### config.mk
export PLATFORM = sky130hd
export DESIGN_NAME = ircam_frame_tx
export DESIGN_NICKNAME = d
export VERILOG_FILES = /design/src/rtl/ircam_frame_tx.sv
export SDC_FILE = /design/constraint.sdc
export NUM_CORES = 1
export LEC_CHECK = 0
export BUFFER_PORTS_ARGS = -buffer_cell sky130_fd_sc_hd__buf_4
export CAP_MARGIN = 10
export CORE_ASPECT_RATIO = 0.75
export CORE_UTILIZATION = 50
export CTS_CLUSTER_DIAMETER = 200
export DETAILED_ROUTE_END_ITERATION = 8
export GPL_TIMING_DRIVEN = 0
export HOLD_SLACK_MARGIN = 0.12
export PLACE_DENSITY = 0.69
export SYNTH_ARGS = -nofsm -noshare
export SYNTH_HDL_FRONTEND = slang
export SYNTH_SLANG_ARGS = --single-unit
export TNS_END_PERCENT = 1
### constraint.sdc
create_clock -name clk -period 8.07 [get_ports clk]
set_input_delay 1.614 -clock clk [delete_from_list [all_inputs] [get_ports clk]]
set_output_delay 1.614 -clock clk [all_outputs]
set_load 0.05 [all_outputs]
### src/rtl/ircam_frame_tx.sv
// ircam_frame_tx: serialises one thermal-camera frame over an 8N1 UART line.
// Frame = 5A 5A 02 06, NUM_PIX pixel words, ambient word, checksum word (all LE).
module ircam_frame_tx #(
    parameter int CLKS_PER_BIT = 4,
    parameter int NUM_PIX      = 768
) (
    input  logic        clk,
    input  logic        rst,
    input  logic        frame_start,
    input  logic [15:0] ambient,
    input  logic [15:0] pix_data,
    input  logic        pix_valid,
    output logic        pix_ready,
    output logic [9:0]  pix_index,
    output logic        UART_TX,
    output logic        busy,
    output logic        frame_done
);

    typedef enum logic [3:0] {
        IDLE, HDR, WAIT_PIX, PIX_LO, PIX_HI, AMB_LO, AMB_HI, CHK_LO, CHK_HI, LAST
    } state_t;

    localparam int             CW       = (CLKS_PER_BIT > 1) ? $clog2(CLKS_PER_BIT) : 1;
    localparam logic [CW-1:0]  CNT_MAX  = CW'(CLKS_PER_BIT - 1);
    localparam logic [10:0]    PIX_END  = 11'(NUM_PIX);
    // 0x5A5A + 0x0602: the fixed header's contribution to the checksum
    localparam logic [15:0]    HDR_SUM  = 16'h605C;

    state_t        r_state, w_next;
    logic [CW-1:0] r_clk_cnt;
    logic [3:0]    r_bit_cnt;
    logic [9:0]    r_shift;
    logic          r_active;
    logic [1:0]    r_byte_cnt;
    logic [10:0]   r_idx;
    logic [15:0]   r_pix, r_amb, r_sum;
    logic          w_byte_end, w_tx_ready, w_load;
    logic [7:0]    w_byte;
    logic [15:0]   w_chk;

    // The shifter can take a new byte while idle or during the last cycle of a stop bit
    assign w_byte_end = r_active && (r_bit_cnt == 4'd9) && (r_clk_cnt == CNT_MAX);
    assign w_tx_ready = !r_active || w_byte_end;
    assign w_chk      = r_sum + HDR_SUM + r_amb;

    assign UART_TX    = r_active ? r_shift[0] : 1'b1;
    assign pix_ready  = (r_state == WAIT_PIX);
    assign busy       = (r_state != IDLE) && (r_state != LAST);
    assign frame_done = (r_state == LAST);
    assign pix_index  = r_idx[9:0];

    // State register
    always_ff @(posedge clk) begin
        if (rst) r_state <= IDLE;
        else     r_state <= w_next;
    end

    // Next-state and byte-load decode
    always_comb begin
        w_next = r_state;
        w_load = 1'b0;
        w_byte = '0;
        unique case (r_state)
            IDLE: if (frame_start) begin
                w_load = 1'b1; w_byte = 8'h5A; w_next = HDR;
            end
            HDR: if (w_tx_ready) begin
                w_load = 1'b1;
                w_byte = (r_byte_cnt == 2'd0) ? 8'h5A : (r_byte_cnt == 2'd1) ? 8'h02 : 8'h06;
                if (r_byte_cnt == 2'd2) w_next = WAIT_PIX;
            end
            WAIT_PIX: if (pix_valid) w_next = PIX_LO;
            PIX_LO: if (w_tx_ready) begin
                w_load = 1'b1; w_byte = r_pix[7:0]; w_next = PIX_HI;
            end
            PIX_HI: if (w_tx_ready) begin
                w_load = 1'b1; w_byte = r_pix[15:8];
                w_next = (r_idx < PIX_END) ? WAIT_PIX : AMB_LO;
            end
            AMB_LO: if (w_tx_ready) begin
                w_load = 1'b1; w_byte = r_amb[7:0]; w_next = AMB_HI;
            end
            AMB_HI: if (w_tx_ready) begin
                w_load = 1'b1; w_byte = r_amb[15:8]; w_next = CHK_LO;
            end
            CHK_LO: if (w_tx_ready) begin
                w_load = 1'b1; w_byte = w_chk[7:0]; w_next = CHK_HI;
            end
            // Stays here until the final byte's stop bit has fully elapsed
            CHK_HI: begin
                if (r_byte_cnt == 2'd0) begin
                    if (w_tx_ready) begin
                        w_load = 1'b1; w_byte = w_chk[15:8];
                    end
                end else if (w_byte_end) begin
                    w_next = LAST;
                end
            end
            LAST:    w_next = IDLE;
            default: w_next = IDLE;
        endcase
    end

    // UART shifter: start bit, 8 data bits LSB first, stop bit
    always_ff @(posedge clk) begin
        if (rst) begin
            r_active  <= 1'b0;
            r_shift   <= '1;
            r_bit_cnt <= '0;
            r_clk_cnt <= '0;
        end else if (w_load) begin
            r_active  <= 1'b1;
            r_shift   <= {1'b1, w_byte, 1'b0};
            r_bit_cnt <= '0;
            r_clk_cnt <= '0;
        end else if (r_active) begin
            if (r_clk_cnt == CNT_MAX) begin
                r_clk_cnt <= '0;
                r_shift   <= {1'b1, r_shift[9:1]};
                r_bit_cnt <= r_bit_cnt + 4'd1;
                if (r_bit_cnt == 4'd9) r_active <= 1'b0;
            end else begin
                r_clk_cnt <= r_clk_cnt + 1'b1;
            end
        end
    end

    // Frame data path: ambient capture, pixel capture, checksum and counters
    always_ff @(posedge clk) begin
        if (rst) begin
            r_amb      <= '0;
            r_pix      <= '0;
            r_sum      <= '0;
            r_idx      <= '0;
            r_byte_cnt <= '0;
        end else begin
            unique case (r_state)
                IDLE: if (frame_start) begin
                    r_amb      <= ambient;
                    r_sum      <= '0;
                    r_idx      <= '0;
                    r_byte_cnt <= '0;
                end
                HDR:      if (w_load) r_byte_cnt <= r_byte_cnt + 2'd1;
                WAIT_PIX: if (pix_valid) begin
                    r_pix <= pix_data;
                    r_sum <= r_sum + pix_data;
                    r_idx <= r_idx + 11'd1;
                end
                CHK_LO:   if (w_load) r_byte_cnt <= 2'd0;
                CHK_HI:   if (w_load) r_byte_cnt <= 2'd1;
                default:  ;
            endcase
        end
    end

endmodule

==> results <==
- The Yosys step of the flow raised 0 warnings.
- The number of distinct library cells after synthesis is 67.
- Input and output buffers added on the ports amount to 48.
- The synthesized design contains 0 enable-type register cells.
- For this configuration, the core starts out at a cell density of roughly 52%.
- The number of hold-slack violations in the final timing report is 0.
- The cell at the slowest stage of the critical path is sky130_fd_sc_hd__fa_1.
- In this run the tightest slew margin relative to its limit is 49.2%.
- The cell area after layout is 0.00635 mm2.
- The final setup TNS is 0 ns.
- The vias per cell is 5.94.
- The clock slew seen by the registers of the worst setup and hold paths is ~0.060 ns.
- TritonCTS built the clock tree.
- Synthesis produced a netlist with a net count of 802.
- For this run, the leading register cell type out of synthesis is sky130_fd_sc_hd__dfxtp_1.
- Measured on the finished design, the core utilization comes to between 60% and 70%.
- The highest clock frequency the design can meet is approximately 260 MHz.
- The netlist area before placement is 0.00549 mm2.
- The maximum fanout count along the critical path is 3.
- The estimated wirelength of the detail-placed design is 12.6 mm.
- The die extent in x is around 120 um.
- The fraction of synthesized cell area taken by the top area cell type is between 20% and 30%.
- The cts-stage hold buffer count is 0.
- The vias after detailed routing is ~5,400.
- STA puts the critical path data required time at between 8 and 9 ns.
- The final net count is between 800 and 900.
- The via count of the first global-routing pass is slightly above 5,000.
- The average cell area after synthesis is between 7 and 8 um2.
- The clock insertion delay at the later pin of the skew report is 0.34 ns.
- The cell taking the most area after synthesis is sky130_fd_sc_hd__dfxtp_1.
- The height of the chip is about 93 um.
- The leakage power summed over all cells is between 2 and 3 nW.
- The global router's overall resource usage is ~30%.
- The detailed-router iteration count before antenna repair is 5.
- STA classifies the critical path startpoint as an input pin.
- The number of post-CTS setup repair buffers is 0.
- Before CTS, the worst setup slack after placement is between 3 and 4 ns.
- The worst-case IR drop observed on VDD is between 0.1 and 0.15 mV.
- The pin slew with the least headroom to its limit is between 0.7 and 0.8 ns.
- The worst hold path belongs to the class register to register.
- The worst path in the final design needs a cycle of 3.83 ns, including I/O delays and setup.
- The worst setup path is captured at a register.
- Setup repair after global routing left no endpoint under its margin.
- The average wire length per cell after detail routing is approximately 18 um.
- For this run, the slowest stage of the critical path takes 0.45 ns.
- The die area is 0.0114 mm2.
- The number of pins exceeding their max-slew limit in the final report came to 0.
- The number of CTS-inserted buffers is 9.
- Summing the sequential cell areas from Yosys gives approximately 30% of the chip area.
- The signal on the critical path passes through buf_4 > ha_1 > fa_1 > a211oi_2 > o211ai_1 > a22oi_1 > nand2b_1 > o311a_1 > or3_1 > a32o_1.
- Cells with a size suffix above 1 make up 12.2% of the layout.
- The post-synthesis sequential element count is around 80.
- In the finished design, the share of the clock period the worst path needs comes to a little under half.
- The max-capacitance violation count is 0.
- Counting flops with an async set or reset pin after synthesis yields a share of 0%.
- The maximum count of clock buffers along a single path is 2.
- The initial DRC count is between 400 and 500.
- By area the synthesized netlist is led by sky130_fd_sc_hd__dfxtp_1 (30%), sky130_fd_sc_hd__ha_1 (12%), sky130_fd_sc_hd__nand2_1 (7.8%).
- The number of gates resized after CTS is 0.
- Setup violations remaining at the end of the flow were counted as 0.
- On the final layout, the worst clock skew is 0.00778 ns.
- The areal power density over the cells is 195 mW/mm2.
- In this run the cell area measured after placement is roughly 0.006 mm2.
- The wire length of the first global-routing pass is ~26 mm.
- After global routing the overflow that remains totals 0.
- The number of sinks on the clock net is between 80 and 90.
- The residual antenna-violating net count after detailed routing is 0.
- The cell count after synthesis is between 700 and 800.
- The total number of H-tree levels is 3.
- The number of top-level design ports is 50.
- The largest net degree at the start of global routing is 13.
- The worst setup path is of the input pin to register kind.
- Hold timing on the final database bottoms out at a slack of around 0.46 ns.
- The final weighted congestion in routability-driven placement is between 0.8 and 0.9.
- The arrival time of the worst setup path is between 4 and 5 ns.
- After layout, the worst setup slack is 4.24 ns.
- The area growth from synthesis to layout is 15.7%.
- Row generation in the floorplan step produced 32 rows.
- The initial antenna violation count came to 0.
- The flow ran to the end, and the final reports show no timing, DRC or antenna violations.
- The antenna diode count is 0.
- For this run, design rule violations remaining after detail routing come to 0.
- The tree is rooted in a sky130_fd_sc_hd__clkbuf_16.
- The area of the placeable core is ~0.010 mm2.
- After detailed routing, the total wire length is 16.1 mm.
## sequential cells by signal (all words and copies together) (netlist names)
| register | cells |
|---|---|
| r_sum | 16 |
| r_active | 1 |
| r_bit_cnt | 4 |
| r_shift | 9 |
| r_byte_cnt | 2 |
| r_clk_cnt | 2 |
| r_state | 4 |
| r_idx | 11 |
| r_amb | 16 |
| r_pix | 16 |
## layout make-up
cell class	count	area [um2]
timing repair buffer	48	360
multi-input combinational	557	3530
clock inverter	2	60.1
tap	136	170
fill	971	4140
clock buffer	13	270
sequential	81	1620
buffer	40	203
inverter	35	131
## cell usage in the layout (no fill, tap or decap), drive strengths merged, types with 15 or more instances in the layout
cell / n
ha: 51
o21ai: 47
nand2: 115
a21oi: 74
clkbuf: 29
dfxtp: 81
xor2: 15
buf: 72
nor2: 69
nand3: 17
inv: 35
nor3: 16
## final timing paths
kind | endpoint | slack [ns] | depth (start not counted) | from
worst max register to register | r_shift[6]$_SDFFE_PP1P_ | 4.95 | 10 | r_sum[1]$_SDFFE_PP0P_
worst min-delay path | r_pix[1]$_SDFFE_PP0P_ | 0.46 | 2 | r_pix[1]$_SDFFE_PP0P_
worst min register to register | r_pix[1]$_SDFFE_PP0P_ | 0.46 | 2 | r_pix[1]$_SDFFE_PP0P_
worst max-delay path | r_sum[14]$_SDFFE_PP0P_ | 4.24 | 10 | pix_data[0]
## routing by layer
layer	track usage [%]	up-vias	wire [um]
met1	41.9	2547	7830
met5	0	-	0
li1	-	2635	-
met2	46.5	209	6890
met3	4.93	25	1090
met4	9.44	0	317
## worst max-delay path, delay by kind of cell
kind | cells | cell delay [ns]
AO/OA/AOI/OAI | 5 | 1.22
adder cells (fa/ha/maj) | 2 | 0.68
AND/OR/NAND/NOR | 2 | 0.43
buffers and inverters | 1 | 0.12
## metrics by stage
| step | power [mW] | cells |
|---|---|---|
| after floorplan | 0.679 | 713 |
| after global placement | 0.769 | 897 |
| after detailed placement | 0.775 | 897 |
| after CTS | 1.23 | 912 |
| after global routing | 1.29 | 912 |
| final | 1.24 | 912 |
## synthesized netlist by cell type, types with 2 or more instances
cell type                  number
sky130_fd_sc_hd__fa_1           2
sky130_fd_sc_hd__a32o_1         3
sky130_fd_sc_hd__nand3b_1       4
sky130_fd_sc_hd__a221oi_1       2
sky130_fd_sc_hd__nand2_1      114
sky130_fd_sc_hd__or3_1          3
sky130_fd_sc_hd__mux2i_1       10
sky130_fd_sc_hd__o21a_1         5
sky130_fd_sc_hd__mux2_2         3
sky130_fd_sc_hd__a22oi_1       14
sky130_fd_sc_hd__xnor2_1       13
sky130_fd_sc_hd__a21o_1         5
sky130_fd_sc_hd__buf_4         10
sky130_fd_sc_hd__dfxtp_1       81
sky130_fd_sc_hd__o31ai_1        4
sky130_fd_sc_hd__nand3_1       17
sky130_fd_sc_hd__buf_1          7
sky130_fd_sc_hd__xor2_1        15
sky130_fd_sc_hd__or2_2          2
sky130_fd_sc_hd__nor2_1        69
sky130_fd_sc_hd__a311oi_1       3
sky130_fd_sc_hd__nor3_1        16
sky130_fd_sc_hd__a31oi_1        5
sky130_fd_sc_hd__a21oi_1       73
sky130_fd_sc_hd__buf_2          6
sky130_fd_sc_hd__inv_1         35
sky130_fd_sc_hd__clkbuf_1      16
sky130_fd_sc_hd__o21ai_0       43
sky130_fd_sc_hd__a211oi_1      13
sky130_fd_sc_hd__nand2b_1      11
sky130_fd_sc_hd__nor2b_1        7
sky130_fd_sc_hd__ha_1          51
sky130_fd_sc_hd__o21ai_1        3
sky130_fd_sc_hd__and3_1         5
sky130_fd_sc_hd__nand4_1        6
sky130_fd_sc_hd__o211ai_1       6
## logic make-up (layout without fill, tap and decap cells)
logic type                 count (synthesis)  in the layout  share of synthesized area, %
adders and majority gates                 53             53                          12.4
AOI/OAI and AO/OA                        198            198                          22.9
muxes                                     14             14                          2.85
and+or+nand+nor                          264            264                          21.8
DFF                                       81             81                          29.5
buffers and inverters                     75            138                          6.08
xor gates and xnor gates                  28             28                          4.47
## report_power, final
group,total [mW],leakage [nW],internal [mW],switching (mW)
sequential,0.452,0.659,0.428,0.0237
clock,0.460,0.162,0.295,0.166
combinational,0.325,1.76,0.117,0.208
total,1.24,2.58,0.840,0.397
(Power assumes the default switching activity.)
